[src/rtl/dive_pkg.sv]
// Shared types and ASCII constants for the dive command parser.
package dive_pkg;

  typedef enum logic [1:0] {
    DIR_FWD  = 2'b00,
    DIR_UP   = 2'b01,
    DIR_DOWN = 2'b10,
    DIR_RST  = 2'b11
  } dir_t;

  typedef enum logic [1:0] {
    S_WORD,
    S_SKIP,
    S_NUM,
    S_BAD
  } pstate_t;

  localparam logic [7:0] CH_LF = 8'h0A;
  localparam logic [7:0] CH_CR = 8'h0D;
  localparam logic [7:0] CH_SP = 8'h20;
  localparam logic [7:0] CH_0  = 8'h30;
  localparam logic [7:0] CH_9  = 8'h39;
  localparam logic [7:0] CH_LA = 8'h61;
  localparam logic [7:0] CH_LZ = 8'h7A;
  localparam logic [7:0] CH_F  = 8'h66;
  localparam logic [7:0] CH_U  = 8'h75;
  localparam logic [7:0] CH_D  = 8'h64;

  function automatic logic is_digit(input logic [7:0] c);
    return (c >= CH_0) && (c <= CH_9);
  endfunction

  function automatic logic is_lower(input logic [7:0] c);
    return (c >= CH_LA) && (c <= CH_LZ);
  endfunction

endpackage

[src/rtl/dive_dec_acc.sv]
// Decimal accumulator: acc = acc*10 + digit, wrapping modulo 2^VALUE_W.
module dive_dec_acc #(
  parameter int VALUE_W = 32
) (
  input  logic               clk,
  input  logic               rst_n,
  input  logic               clr,
  input  logic               shift,
  input  logic [3:0]         digit,
  output logic [VALUE_W-1:0] acc
);

  // *10 as shift-and-add keeps this off a multiplier.
  always_ff @(posedge clk or negedge rst_n) begin
    if (!rst_n)     acc <= '0;
    else if (clr)   acc <= '0;
    else if (shift) acc <= (acc << 3) + (acc << 1) + VALUE_W'(digit);
  end

endmodule

[src/rtl/dive_command_parser.sv]
// ASCII "keyword N\n" line parser producing 1-cycle solver commands.
// Optional DIVE_PARSE_ERR_EN adds err_line / err_count for malformed lines.
module dive_command_parser
  import dive_pkg::*;
#(
  parameter int VALUE_W = 32
) (
  input  logic               clk,
  input  logic               rst_n,
  input  logic               start,
  input  logic               in_valid,
  input  logic [7:0]         in_data,
  output logic               in_ready,
  output logic               enable,
  output logic [1:0]         direction,
  output logic [VALUE_W-1:0] value
`ifdef DIVE_PARSE_ERR_EN
  ,
  output logic               err_line,
  output logic [15:0]        err_count
`endif
);

  pstate_t            state, state_nx;
  dir_t               pend_dir, pend_dir_nx;
  logic               ndig, ndig_nx;
  logic               rdy_q, accept, is_lf;
  logic               emit, acc_clr, acc_shift;
  logic [VALUE_W-1:0] acc;

  // start steals the cycle: the byte on the bus is not taken.
  assign in_ready = rdy_q & ~start;
  assign accept   = in_valid & in_ready;
  assign is_lf    = (in_data == CH_LF);

  dive_dec_acc #(.VALUE_W(VALUE_W)) u_acc (
    .clk   (clk),
    .rst_n (rst_n),
    .clr   (acc_clr),
    .shift (acc_shift),
    .digit (in_data[3:0]),
    .acc   (acc)
  );

  always_ff @(posedge clk or negedge rst_n) begin
    if (!rst_n) state <= S_WORD;
    else        state <= state_nx;
  end

  always_comb begin
    state_nx    = state;
    pend_dir_nx = pend_dir;
    ndig_nx     = ndig;
    emit        = 1'b0;
    acc_clr     = start;
    acc_shift   = 1'b0;
    if (start) begin
      state_nx = S_WORD;
      ndig_nx  = 1'b0;
    end else if (accept && (in_data != CH_CR)) begin
      case (state)
        S_WORD: begin
          if (in_data == CH_F || in_data == CH_U || in_data == CH_D) begin
            if (in_data == CH_F)      pend_dir_nx = DIR_FWD;
            else if (in_data == CH_U) pend_dir_nx = DIR_UP;
            else                      pend_dir_nx = DIR_DOWN;
            acc_clr  = 1'b1;
            ndig_nx  = 1'b0;
            state_nx = S_SKIP;
          end else if (!is_lf) begin
            state_nx = S_BAD;
          end
        end
        S_SKIP: begin
          if (is_lf)                   state_nx = S_WORD;
          else if (in_data == CH_SP)   state_nx = S_NUM;
          else if (!is_lower(in_data)) state_nx = S_BAD;
        end
        S_NUM: begin
          if (is_digit(in_data)) begin
            acc_shift = 1'b1;
            ndig_nx   = 1'b1;
          end else if (is_lf) begin
            emit     = ndig;
            state_nx = S_WORD;
          end else if (!(in_data == CH_SP && !ndig)) begin
            state_nx = S_BAD;
          end
        end
        S_BAD:   if (is_lf) state_nx = S_WORD;
        default: state_nx = S_WORD;
      endcase
    end
  end

  // direction/value hold the last command between strobes.
  always_ff @(posedge clk or negedge rst_n) begin
    if (!rst_n) begin
      rdy_q     <= 1'b0;
      pend_dir  <= DIR_FWD;
      ndig      <= 1'b0;
      enable    <= 1'b0;
      direction <= 2'b00;
      value     <= '0;
    end else begin
      rdy_q    <= 1'b1;
      pend_dir <= pend_dir_nx;
      ndig     <= ndig_nx;
      enable   <= start | emit;
      if (start) begin
        direction <= DIR_RST;
        value     <= '0;
      end else if (emit) begin
        direction <= pend_dir;
        value     <= acc;
      end
    end
  end

`ifdef DIVE_PARSE_ERR_EN
  logic line_err;

  // A line is malformed if it ends while discarding, mid-keyword, or with no digits.
  assign line_err = accept && is_lf &&
                    (state == S_BAD || state == S_SKIP || (state == S_NUM && !ndig));

  always_ff @(posedge clk or negedge rst_n) begin
    if (!rst_n) begin
      err_line  <= 1'b0;
      err_count <= '0;
    end else begin
      err_line <= line_err;
      if (start)                                  err_count <= '0;
      else if (line_err && err_count != 16'hFFFF) err_count <= err_count + 16'd1;
    end
  end
`endif

endmodule

[config.mk]
export PLATFORM = sky130hd
export DESIGN_NAME = dive_command_parser
export DESIGN_NICKNAME = d
export VERILOG_FILES = /design/src/rtl/dive_pkg.sv /design/src/rtl/dive_dec_acc.sv /design/src/rtl/dive_command_parser.sv
export SDC_FILE = /design/constraint.sdc
export NUM_CORES = 1
export LEC_CHECK = 0
export ABC_AREA = 1
export BUFFER_PORTS_ARGS = -buffer_cell sky130_fd_sc_hd__clkbuf_2
export CAP_MARGIN = 20
export CORE_MARGIN = 2
export CORE_UTILIZATION = 40
export DETAILED_ROUTE_END_ITERATION = 12
export PLACE_DENSITY = 0.67
export SETUP_SLACK_MARGIN = 0.3
export SLEW_MARGIN = 20
export SYNTH_ARGS = -nofsm -noshare
export SYNTH_HDL_FRONTEND = slang
export SYNTH_HIERARCHICAL = 1
export SYNTH_SLANG_ARGS = --single-unit
[constraint.sdc]
create_clock -name clk -period 3 [get_ports clk]
set_input_delay 0.15 -clock clk [delete_from_list [all_inputs] [get_ports clk]]
set_output_delay 0.15 -clock clk [all_outputs]
set_load 0.03 [all_outputs]
### Yosys cells after proc, flatten, opt, wreduce, memory -nomap -nowiden

Index checks and enable logic that the tools add are counted.

| cells by class | value |
|---|---|
| add/subtract/negate cells | 2 |
| multipliers | 0 |
| divide/modulo/power cells | 0 |
| magnitude comparators | 4 |
| eq/ne operators | 16 |
| shift operators | 0 |
| mux-type cells | 38 |
| bitwise logic cells | 4 |
| reductions and logical operators | 15 |

Operators by type and width:

| cell | count |
|---|---|
| $mux 32 | 4 |
| $add 32x32->32 | 1 |
| $add 32x4->32 | 1 |
| $mux 2 | 15 |
| $eq 8x7->1 const B | 3 |
| $mux 1 | 17 |
| $ne 3x3->1 const B | 4 |
| $eq 8x4->1 const B | 1 |
| $eq 8x6->1 const B | 1 |
| $ge 8x6->1 const B | 1 |
| $ge 8x7->1 const B | 1 |
| $le 8x6->1 const B | 1 |
| $le 8x7->1 const B | 1 |
| $ne 4x4->1 const B | 2 |
| $ne 8x4->1 const B | 1 |
| $pmux 2 s4 | 1 |
| $reduce_and 4->1 | 2 |
| $reduce_and 6->1 | 1 |
| $reduce_bool 2->1 | 3 |
| $ne 5x5->1 const B | 1 |
| $eq 2x2->1 const B | 2 |
| $logic_and 1x1->1 | 4 |
| $reduce_bool 3->1 | 1 |
| $and 1x1->1 | 2 |
| 7 further kinds | 8 |

| storage, ports and cells | value |
|---|---|
| flip-flop bits (word level) | 73 |
| latch bits | 0 |
| memory bits (writable) | 0 |
| bits in read-only memories | 0 |
| input port bits | 12 |
| output and inout port bits | 36 |
| logic and storage cells | 87 |
| memories | 0 |

### Depth between registers and ports, before layout

| depth | value |
|---|---|
| depth after elaboration | 8 |
| mapped depth | 15 |
| gate-level depth less buffers | 15 |

### Modules after synthesis

The synthesis kept the hierarchy.

By module, submodules not included:

| module | times used | cells each | area an instance (sq um) | sequential area each (sq um) |
|---|---|---|---|---|
| dive_dec_acc | 1 | 604 | 3773.6 | 800.8 |
| dive_command_parser | 1 | 253 | 1959.4 | 1026.0 |

### Least setup slack after synthesis

No wires, ideal clock.

| timing | value |
|---|---|
| kind | reg-to-reg |
| start | register u_acc.acc[0] |
| end | register u_acc.acc[26] |
| arrival time | 2.167 ns |
| required time | 2.883 ns |
| slack | 0.715 ns |
| cell stages (with the launch flop) | 15 |
| path buffers | 0 |
| period minus slack after synthesis | 2.285 ns |
| path through | dfrtp_1 > inv_1 > fa_1 > inv_1 > fa_1 > nand3_1 > nand3_2 > nand2_1 > nand2_2 > nand2_1 > nand2_2 > nand2_1 > nand3_1 > nand3_1 > nand2_1 |

| between the ends | value |
|---|---|
| longest elaborated chain between the ends | 4 |

Ends and longest elaborated chain:

| element | line | RTL |
|---|---|---|
| start: declaration | dive_dec_acc.sv:10 | `output logic [VALUE_W-1:0] acc` |
| start signal: assignment | dive_dec_acc.sv:17 | `else if (shift) acc <= (acc << 3) + (acc << 1) + VALUE_W'(digit);` |
| $add 32x32->32 | dive_dec_acc.sv:17 |  |
| $add 32x4->32 | dive_dec_acc.sv:17 |  |
| $mux 32 | dive_dec_acc.sv:17 |  |
| $mux 32 | dive_dec_acc.sv:16 | `else if (clr) acc <= '0;` |

Every way passes these cells. The select of a mux whose other input is x is not followed.
A chain may end at the register's enable or synchronous reset.

### Worst setup path in the final report

Ends and elaborated chain as after synthesis.

==> results_dict.tcl <==
set metrics [dict create \
    drc 0 \
    die_area_um2 15300 \
    syn_area_per_cell_um2 6.69 \
    worst_slew_pin_slew_ps 953 \
    num_vias 5426 \
    finalCritPeriodShare 0.809 \
    dp_hpwl_um 11200 \
    cpMostUsedCell "nand2_1" \
    setup_viol 0 \
    finalCriticalPeriod_ps 2430 \
    path_buf_inv 2 \
    rsz0062_at_grt "false" \
    finalClockSkew_ps 8.19 \
    clockRootBuffer "clkbuf_16" \
    synth_top_area_frac 0.319 \
    overflow 0 \
    clock_path_buffers 2 \
    first_pass_iters 5 \
    layout-drive-gt1-share 0.121 \
    critPathKind "reg -> reg" \
    grt_use_met1 0.282 \
    syn_nets 929 \
    fmax_mhz 412 \
    core-area_um2 13900 \
    nets 975 \
    violations "negative hold slack" \
    antenna_left 0 \
    yosysTopAreaCell "dfrtp_1" \
    clkLatencyLatePin_ps 340 \
    ys_top_cells_by_count "nand2_1, inv_1, dfrtp_1, nand3_1, ha_1" \
    htree_levels 3 \
    cp.depth 14 \
    routed_wl_um 14600 \
    postCtsHoldBufs 0 \
    reg2reg_depth 14 \
    grt_pass1_vias 4944 \
    cp_cell_sequence "inv_1 > fa_1 > inv_1 > fa_2 > nand3_1 > nand3_2 > nand2_1 > nand2_2 > nand2_1 > nand2_2 > nand2_1 > nand3_1 > nand3_1 > nand2_1" \
    cts_tree "yes" \
    grtUsageMet3 0.0293 \
    status "finished with violations" \
    ys.flop_type "dfrtp_1" \
    via_per_inst 4.99 \
    crit_family "adder cells" \
    setup_tns_ps 0 \
    synth-warning-count 6 \
    powerDensity_nw_per_um2 359 \
    ir_drop_v 0.000243 \
    wl_per_cell_um 13.5 \
    grt_max_degree 74 \
    die_x_um 124 \
    ios 48 \
    cts.clk_slew.worst_paths_ps 60 \
    core.rowCount 43 \
    whs_ps -48.6 \
    crit_slowest_cell "fa_1" \
    yosysMostFrequentCell "nand2_1" \
    netlist_area_um2 5730 \
    start_kind "flip-flop" \
    die_h_um 124 \
    critical_path_peak_fanout 6 \
    antenna_found_initial 0 \
    timing.final.hold_violations 61 \
    slew_violations 0 \
    numClockSinks 73 \
    area_growth_pct 12.4 \
    hold_class "in -> async" \
    yosys-top-cells-area "dfrtp_1, nand2_1, ha_1" \
    yosysSeqAreaShare 0.319 \
    synth-edff-count 0 \
    leakagePower_uw 0.00397 \
    gp_congestion 0.907 \
    ys_ff_latch 73 \
    port_buffers 47 \
    syn_inst 857 \
    cts_buffers 9 \
    initial_core_util 0.411 \
    slew_headroom 0.365 \
    synth_cell_type_count 40 \
    grt_pass1_wl_um 24100 \
    synth-async-reset-ratio 1.00 \
    busiest_layer "met2" \
    drt-initial-drc-count 422 \
    met2_usage 0.318 \
    worstSetupEndpointType "flip-flop" \
    grt_usage 0.201 \
    max_stage_delay_ps 530 \
    diodes 0 \
    worstPathRequired_ps 3230 \
    drv_cap 0 \
    arrival_ps 2660 \
]
## metrics by stage
stage / instance area, um^2 / total power [uW] / setup WS [ps] / utilization / instances
2_1_floorplan: 5730 / 1120 / 715 / - / 857
3_3_place_gp: 6130 / 1170 / 528 / 0.440 / 1072
3_5_place_dp: 6130 / 1180 / 486 / 0.440 / 1072
4_1_cts: 6440 / 2330 / 483 / 0.462 / 1087
5_1_grt: 6440 / 2400 / 384 / 0.462 / 1087
6_report: 6440 / 2310 / 573 / 0.462 / 1087
## layer usage
layer / vias to the layer above / wire length [um]
li1: 2794 / -
met1: 2453 / 7260
met2: 161 / 6380
met3: 18 / 763
met4: 0 / 226
met5: - / 0
## report_power, final
group | leakage [uW] | total [uW] | internal, uW | switching, uW
registers | 0.00100 | 1010 | 999 | 12.3
logic | 0.00282 | 146 | 41.8 | 104
clock network | 0.000153 | 1150 | 745 | 408
## placed cells by master (no fill, tap or decap), types with 4 or more instances in the layout
cell type,instances
dfrtp_1,73
nor2_1,53
inv_2,11
nand2_2,13
clkbuf_2,46
ha_1,58
a21oi_1,33
clkbuf_16,9
inv_1,103
nand3_2,7
nor2_2,6
nor3_1,5
buf_4,5
o21ai_1,4
nand3_1,73
nand4_1,4
nand2_1,350
o21ai_0,18
## registers in the layout, summed over array words and instances, names as in the netlist
name / flops
value: 32
state: 2
enable: 1
direction: 2
u_acc/acc: 32
ndig: 1
pend_dir: 2
rdy_q: 1
## final timing paths
kind | startpoint | to | slack [ps]
worst max-delay path | u_acc/acc[0] | u_acc/acc[26] | 570
worst max register to register | u_acc/acc[0] | u_acc/acc[26] | 570
worst min register to register | u_acc/acc[31] | u_acc/acc[31] | 490
max in group asynchronous | rst_n | value[30] | 2420
min in group clk | in_data[0] | u_acc/acc[0] | 150
worst min-delay path | rst_n | value[1] | -50
## logic make-up (layout without fill, tap and decap cells)
kind of cell	count (synthesis)	count (layout)	share of synthesized area
and+or+nand+nor	522	522	0.385
buffers and inverters	132	182	0.0941
DFF	73	73	0.319
AOI/OAI and AO/OA	66	66	0.0631
adders and majority gates	60	60	0.134
xor gates and xnor gates	3	3	0.00458
other	1	1	0.000654
## final cells by class
type | count | area [um^2]
timing repair buffer | 51 | 268
tap | 180 | 225
inverter | 116 | 439
multi-input combinational | 652 | 3370
fill | 1426 | 7490
clock buffer | 12 | 246
sequential | 73 | 1830
clock inverter | 3 | 65.1
## timing repair
item	4_1_cts	5_1_grt
resized for setup	0	1
setup buffers	0	0
setup endpoints to repair	0	2
No activity file was read; power rests on OpenSTA's default activity.
